**src/rtl/data_memory_pkg.sv**
```systemverilog
// Shared constants and types for the RV32I data memory slice.
package data_memory_pkg;

   localparam int DMEM_DEPTH  = 64;
   localparam int DMEM_DATA_W = 32;
   localparam int DMEM_ADDR_W = 32;
   localparam int DMEM_IDX_W  = $clog2(DMEM_DEPTH);

   typedef logic [DMEM_DATA_W-1:0] dmem_word_t;
   typedef logic [DMEM_IDX_W-1:0]  dmem_idx_t;

endpackage

```
**src/rtl/dmem_addr_decode.sv**
```systemverilog
// Byte address to word index decode, plus a flag for any address bit above the index field.
module dmem_addr_decode
   import data_memory_pkg::*;
#(
   parameter int ADDR_W = DMEM_ADDR_W,
   parameter int IDX_W  = DMEM_IDX_W
) (
   input  logic [ADDR_W-1:0] addr,
   output logic [IDX_W-1:0]  idx,
   output logic              range_flag
);

   assign idx = addr[IDX_W+1:2];

   generate
      if (ADDR_W > IDX_W + 2) begin : g_upper
         assign range_flag = |addr[ADDR_W-1:IDX_W+2];
      end else begin : g_no_upper
         assign range_flag = 1'b0;
      end
   endgenerate

   // Byte-lane bits never select anything; accesses are whole aligned words.
   logic unused_lsb;
   assign unused_lsb = ^addr[1:0];

endmodule

```
**src/rtl/data_memory.sv**
```systemverilog
// Word-organised data RAM: synchronous write, combinational read, asynchronous clear.
// Optional out-of-range detection enabled with `define DATA_MEMORY_RANGE_ERR_EN.
module data_memory
   import data_memory_pkg::*;
#(
   parameter int DEPTH  = DMEM_DEPTH,
   parameter int DATA_W = DMEM_DATA_W,
   parameter int ADDR_W = DMEM_ADDR_W
) (
   input  logic              clk,
   input  logic              reset,
   input  logic              clk_enable_n,
   input  logic              write_enable,
   input  logic [ADDR_W-1:0] addr,
   input  logic [DATA_W-1:0] write_data,
   output logic [DATA_W-1:0] read_data
`ifdef DATA_MEMORY_RANGE_ERR_EN
   ,
   output logic              range_err
`endif
);

   localparam int IDX_W = $clog2(DEPTH);

   logic [DATA_W-1:0] mem [DEPTH];
   logic [IDX_W-1:0]  idx;
   logic              range_flag;
   logic              blocked;
   logic              wr_en;

   dmem_addr_decode #(
      .ADDR_W(ADDR_W),
      .IDX_W (IDX_W)
   ) u_decode (
      .addr      (addr),
      .idx       (idx),
      .range_flag(range_flag)
   );

`ifdef DATA_MEMORY_RANGE_ERR_EN
   assign range_err = range_flag & ~reset;
   assign blocked   = range_flag;
`else
   // Upper address bits alias onto the array, so the flag has no consumer.
   logic unused_range;
   assign unused_range = range_flag;
   assign blocked      = 1'b0;
`endif

   assign wr_en = write_enable & ~clk_enable_n & ~blocked;

   always_ff @(posedge clk or posedge reset) begin
      if (reset) begin
         for (int i = 0; i < DEPTH; i++) begin
            mem[i] <= '0;
         end
      end else if (wr_en) begin
         mem[idx] <= write_data;
      end
   end

   // Forced to zero during reset so the output never depends on array state mid-clear.
   assign read_data = (reset || blocked) ? '0 : mem[idx];

endmodule

```
**config.mk**
```make
export PLATFORM = sky130hd
export DESIGN_NAME = data_memory
export DESIGN_NICKNAME = d
export VERILOG_FILES = /design/src/rtl/data_memory_pkg.sv /design/src/rtl/dmem_addr_decode.sv /design/src/rtl/data_memory.sv
export SDC_FILE = /design/constraint.sdc
export NUM_CORES = 2
export LEC_CHECK = 0
export BUFFER_PORTS_ARGS = -buffer_cell sky130_fd_sc_hd__buf_4
export CORE_MARGIN = 1.5
export CORE_UTILIZATION = 33
export DETAILED_ROUTE_END_ITERATION = 10
export HOLD_SLACK_MARGIN = 0.05
export PLACE_DENSITY = 0.54
export SLEW_MARGIN = 10
export SYNTH_ARGS = -nofsm -noshare
export SYNTH_HDL_FRONTEND = slang
export SYNTH_SLANG_ARGS = --single-unit
```
**constraint.sdc**
```tcl
create_clock -name clk -period 124.5 [get_ports clk]
set_clock_uncertainty 0.2 [all_clocks]
set_input_delay 6.225 -clock clk [delete_from_list [all_inputs] [get_ports clk]]
set_output_delay 6.225 -clock clk [all_outputs]
set_load 0.1 [all_outputs]
```
**Word-level counts from Yosys, hierarchy flattened**

Cells that the tools add are included.
W data, S select, Z words.

- Bits in registers: 2048
- Bits in latches: 0
- Memory bits (read-only): 0
- Memory bits (writable): 0
- Output and inout port bits: 32
- Memories: 0
- Logic and storage cells: 77

- Div/mod/pow operators: 0
- Eq/ne operators: 0
- Bitwise gates (word level): 3
- $add $sub $neg: 0
- Shift-type cells: 0
- Order comparisons: 2
- Mux-type cells: 7
- Reduce and logical (&&, ||, !) cells: 1
- Multiply operators: 0

Operators with widths:

| cell | count |
|---|---|
| $bwmux W2048 | 1 |
| $bmux W32 S6 | 1 |
| $demux W32 S6 | 1 |
| $mux W32 | 4 |
| $ge A7 B7 Y1 const B | 1 |
| $lt A7 B1 Y1 const B | 1 |
| $not A6 Y7 | 1 |
| $and A1 B1 Y1 | 1 |
| $logic_and A1 B1 Y1 | 1 |
| $not A1 Y1 | 1 |

**Logic depth before layout (Yosys ltp)**

- Depth in word-level cells: 6
- Mapped depth: 11
- Depth with buffers taken out: 6

**Modules after synthesis**

A second synthesis with hierarchy kept.

- Cell total of the unflattened synthesis: 6922
- Area, all modules: 92373.6 um^2

Modules (own cells, without submodules):

| module | instances | area each (um^2) | sequential area each (um^2) | cells each |
|---|---|---|---|---|
| data_memory | 1 | 92277.3 | 51249.2 | 6908 |
| dmem_addr_decode | 1 | 96.3 | 0.0 | 14 |

**Worst setup path after synthesis**

OpenSTA, ideal clock, no wires.

- Path type: input to output
- From: input port reset
- To: output port read_data[15]
- Setup slack: 47.149 ns
- Data required time: 118.075 ns
- Buffers on the path: 2
- Arrival: 70.926 ns
- Stages: 4
- Cell sequence: clkbuf_1 > inv_1 > clkbuf_1 > o31a_1

- Word-level cells in the longest chain between the ends: 1

RTL lines:

| element | line | source |
|---|---|---|
| from (decl) | data_memory.sv:11 | `input logic reset,` |
| $mux W32 | data_memory.sv:63 | `assign read_data = (reset \|\| blocked) ? '0 : mem[idx];` |
| to (decl) | data_memory.sv:16 | `output logic [DATA_W-1:0] read_data` |

Every way passes these cells.

**Final worst setup path**

- From: input port addr[4]
- To: output port read_data[7]

- Word-level cells in the longest chain between the ends: 5

RTL lines:

| element | line | source |
|---|---|---|
| from (decl) | data_memory.sv:14 | `input logic [ADDR_W-1:0] addr,` |
| $not A6 Y7 (not written as such) | data_memory.sv:63 |  |
| $bmux W32 S6 | data_memory.sv:63 |  |
| $mux W32 (not written as such) (2 in series) | data_memory.sv:63 |  |
| $mux W32 | data_memory.sv:63 |  |

Every way passes these cells. The select of a mux whose other input is x is not followed.

==> flow_summary.json <==
{
  "outcome": "finished, final reports clean",
  "ir_drop_mv": 0.0142,
  "viasPerCell": 5.97,
  "setup_tns_ns": 0,
  "cts.repair.resized": 0,
  "num-fill-cells": 26500,
  "wl_um": 342000,
  "synth_top_family_by_area": "multiplexers",
  "switching_share": 0.256,
  "grt_usage": 0.237,
  "synthTopCellsByCount": "mux2_2 (2,104), dfrtp_1 (2,048), a221oi_1 (582)",
  "finalCriticalPeriod_ns": 17.70,
  "fmaxAchievable_mhz": 56.5,
  "ys_ff_latch": 2048,
  "syn_nets": 6925,
  "post_cts_buffers": 0,
  "largest_register_ff_count": 2048,
  "path_clk_slew_ns": 0.05,
  "relSlewSlack": 0.173,
  "worst_slew_pin_slew_ns": 1.24,
  "crit_path_end_kind": "output port",
  "start_util": 0.333,
  "firstDrtPassIters": 9,
  "clock_tree.root_cell": "clkbuf_16",
  "overflow": 0,
  "synthArstFlopShare": 1.00,
  "synth_cell_type_count": 70,
  "die_x_um": 532,
  "arrival_ns": 11.28,
  "numCtsBuffers": 221,
  "hp-class": "reg -> reg",
  "synthMuxAreaShare": 0.278,
  "place_hpwl_um": 184000,
  "ys_dominant_reg_cell": "dfrtp_1",
  "grt_pass1_wl_um": 487000,
  "ys_top_cells_by_area": "dfrtp_1 (56%), mux2_2 (26%), a221oi_1 (5.5%), buf_2 (1.8%), clkbuf_1 (1.4%)",
  "synth_top_cell_area_share": 0.556,
  "synth_xor_area_frac": 0,
  "yosysWarnings": 0,
  "synth_top_area_cell": "dfrtp_1",
  "cp_max_fo": 90,
  "area_delta_synth_final_pct": 12.0,
  "hold_viol": 0,
  "pwr-share-seq": 0.475,
  "critPathRequiredTime_ns": 118.07,
  "syn-cell-area_sq_um": 92200,
  "synth_simple_gate_area_frac": 0.0220,
  "grt_pass1_vias": 64000,
  "leakagePower_nw": 48.2,
  "io_pins": 100,
  "wire_per_inst_um": 32.7,
  "multi_input_area_sq_um": 38100,
  "pwr-share-comb": 0.100,
  "drtAntennaViolNets": 0,
  "clock-sinks": 2048,
  "gp_congestion": 0.783,
  "remaining_drc_errors": 0,
  "cp-start-kind": "input port",
  "synth_most_common_cell": "mux2_2",
  "std_cell_rows": 193,
  "p_per_area_nw_per_um2": 15.2,
  "synth-compound-area-share": 0.108,
  "internal-power_w": 0.00117,
  "power.switching_w": 0.000403,
  "pwr-share-clk": 0.425,
  "holdWs_ns": 0.293,
  "cap_violations": 0,
  "fin_nets": 6621,
  "die-area_sq_um": 283000,
  "core_area_sq_um": 277000,
  "dieHeight_um": 532,
  "grt_max_degree": 169,
  "vias": 62300,
  "htree_levels": 4,
  "rsz0062_at_grt": "false",
  "synthCells": 6857,
  "critPathKind": "in -> out",
  "fin_crit_sh": 0.142,
  "antenna_found_initial": 15,
  "synth_edf_count": 0,
  "clk_latency_ns": 0.90,
  "drtIter0Drc": 6212,
  "setup_violations": 0,
  "reg_top3": "mem (2048)",
  "drive_gt1_frac": 0.417,
  "syn_area_per_cell_sq_um": 13.4,
  "largest_register": "mem",
  "cts_tree": "yes",
  "drv_slew": 0,
  "synth_fa_ha_area_frac": 0,
  "port_buffers": 73,
  "clockBufferDepth": 3,
  "ys_seq_area_frac": 0.556,
  "regArea_sq_um": 51200,
  "ctsHoldBuffers": 0
}
## final cells by class
class,instances,share of cell area
sequential,2048,0.496
multi-input combinational,4035,0.369
clock buffer,348,0.0645
tap,3705,0.0449
timing repair buffer,241,0.0187
clock inverter,57,0.00690
inverter,6,0.000436
antenna,3,0.0000727
## layer usage
metal,global-route usage,share of wire
met3,0.0437,0.071
met5,0,0.00010
met2,0.371,0.45
met1,0.320,0.43
met4,0.103,0.047
## kinds of logic (layout without fill, tap and decap cells)
logic type	after synthesis	count (layout)
buffers and inverters	774	652
multiplexers	2263	2263
AO/OA/AOI/OAI	1298	1298
AND/OR/NAND/NOR	474	474
flip-flops	2048	2048
other	0	3
## stage by stage
stage / area (sq um) / util / setup WS [ns] / total power [W] / std cells
finish: 103000 / 0.373 / 106.80 / 0.00157 / 10400
detailed placement: 95900 / 0.346 / 106.85 / 0.000915 / 10000
global placement: 95900 / 0.346 / 106.81 / 0.000907 / 10000
CTS: 103000 / 0.373 / 106.85 / 0.00158 / 10400
floorplan: 92200 / - / 36.24 / 0.000871 / 6857
global route: 103000 / 0.373 / 106.80 / 0.00163 / 10400
## final timing paths
check	cells after the start	slack, ns	endpoint	start
worst max-delay path	12	106.80	read_data[7]	addr[4]
worst min-delay path	1	0.29	mem[1529]$_DFFE_PP0P_	mem[1529]$_DFFE_PP0P_
worst max register to register	1	123.48	mem[1714]$_DFFE_PP0P_	mem[1714]$_DFFE_PP0P_
worst min register to register	1	0.29	mem[1529]$_DFFE_PP0P_	mem[1529]$_DFFE_PP0P_
max in group asynchronous	7	114.40	mem[1296]$_DFFE_PP0P_	reset
min in group asynchronous	2	5.72	mem[1562]$_DFFE_PP0P_	reset
## cell usage in the layout, fill, tap and decap left out, types with 98 or more instances in the layout
cell,count
mux2_2,2104
dfrtp_1,2048
a221oi_1,582
nor2_1,261
buf_4,230
clkbuf_16,224
o21ai_0,192
a22oi_1,157
mux2i_1,113
a21oi_1,98
## worst max-delay path, stage by stage
cell,delay (ns)
buf_8,0.18
buf_12,0.33
nor2_4,0.53
buf_4,0.56
buf_4,0.67
buf_4,0.70
a221oi_1,0.23
nor2_1,0.18
o21ai_0,0.28
and4_1,0.32
a31oi_1,0.46
buf_4,0.39
## power groups by stage
| stage | Sequential (W) | Clock, W | Combinational [W] |
|---|---|---|---|
| after floorplan | 0.000758 | 0 | 0.000113 |
| after global placement | 0.000754 | 0 | 0.000153 |
| after detailed placement | 0.000758 | 0 | 0.000157 |
| after CTS | 0.000746 | 0.000679 | 0.000157 |
| after global routing | 0.000753 | 0.000707 | 0.000168 |
| final | 0.000747 | 0.000669 | 0.000157 |
Power figures use the tool's default switching activity.
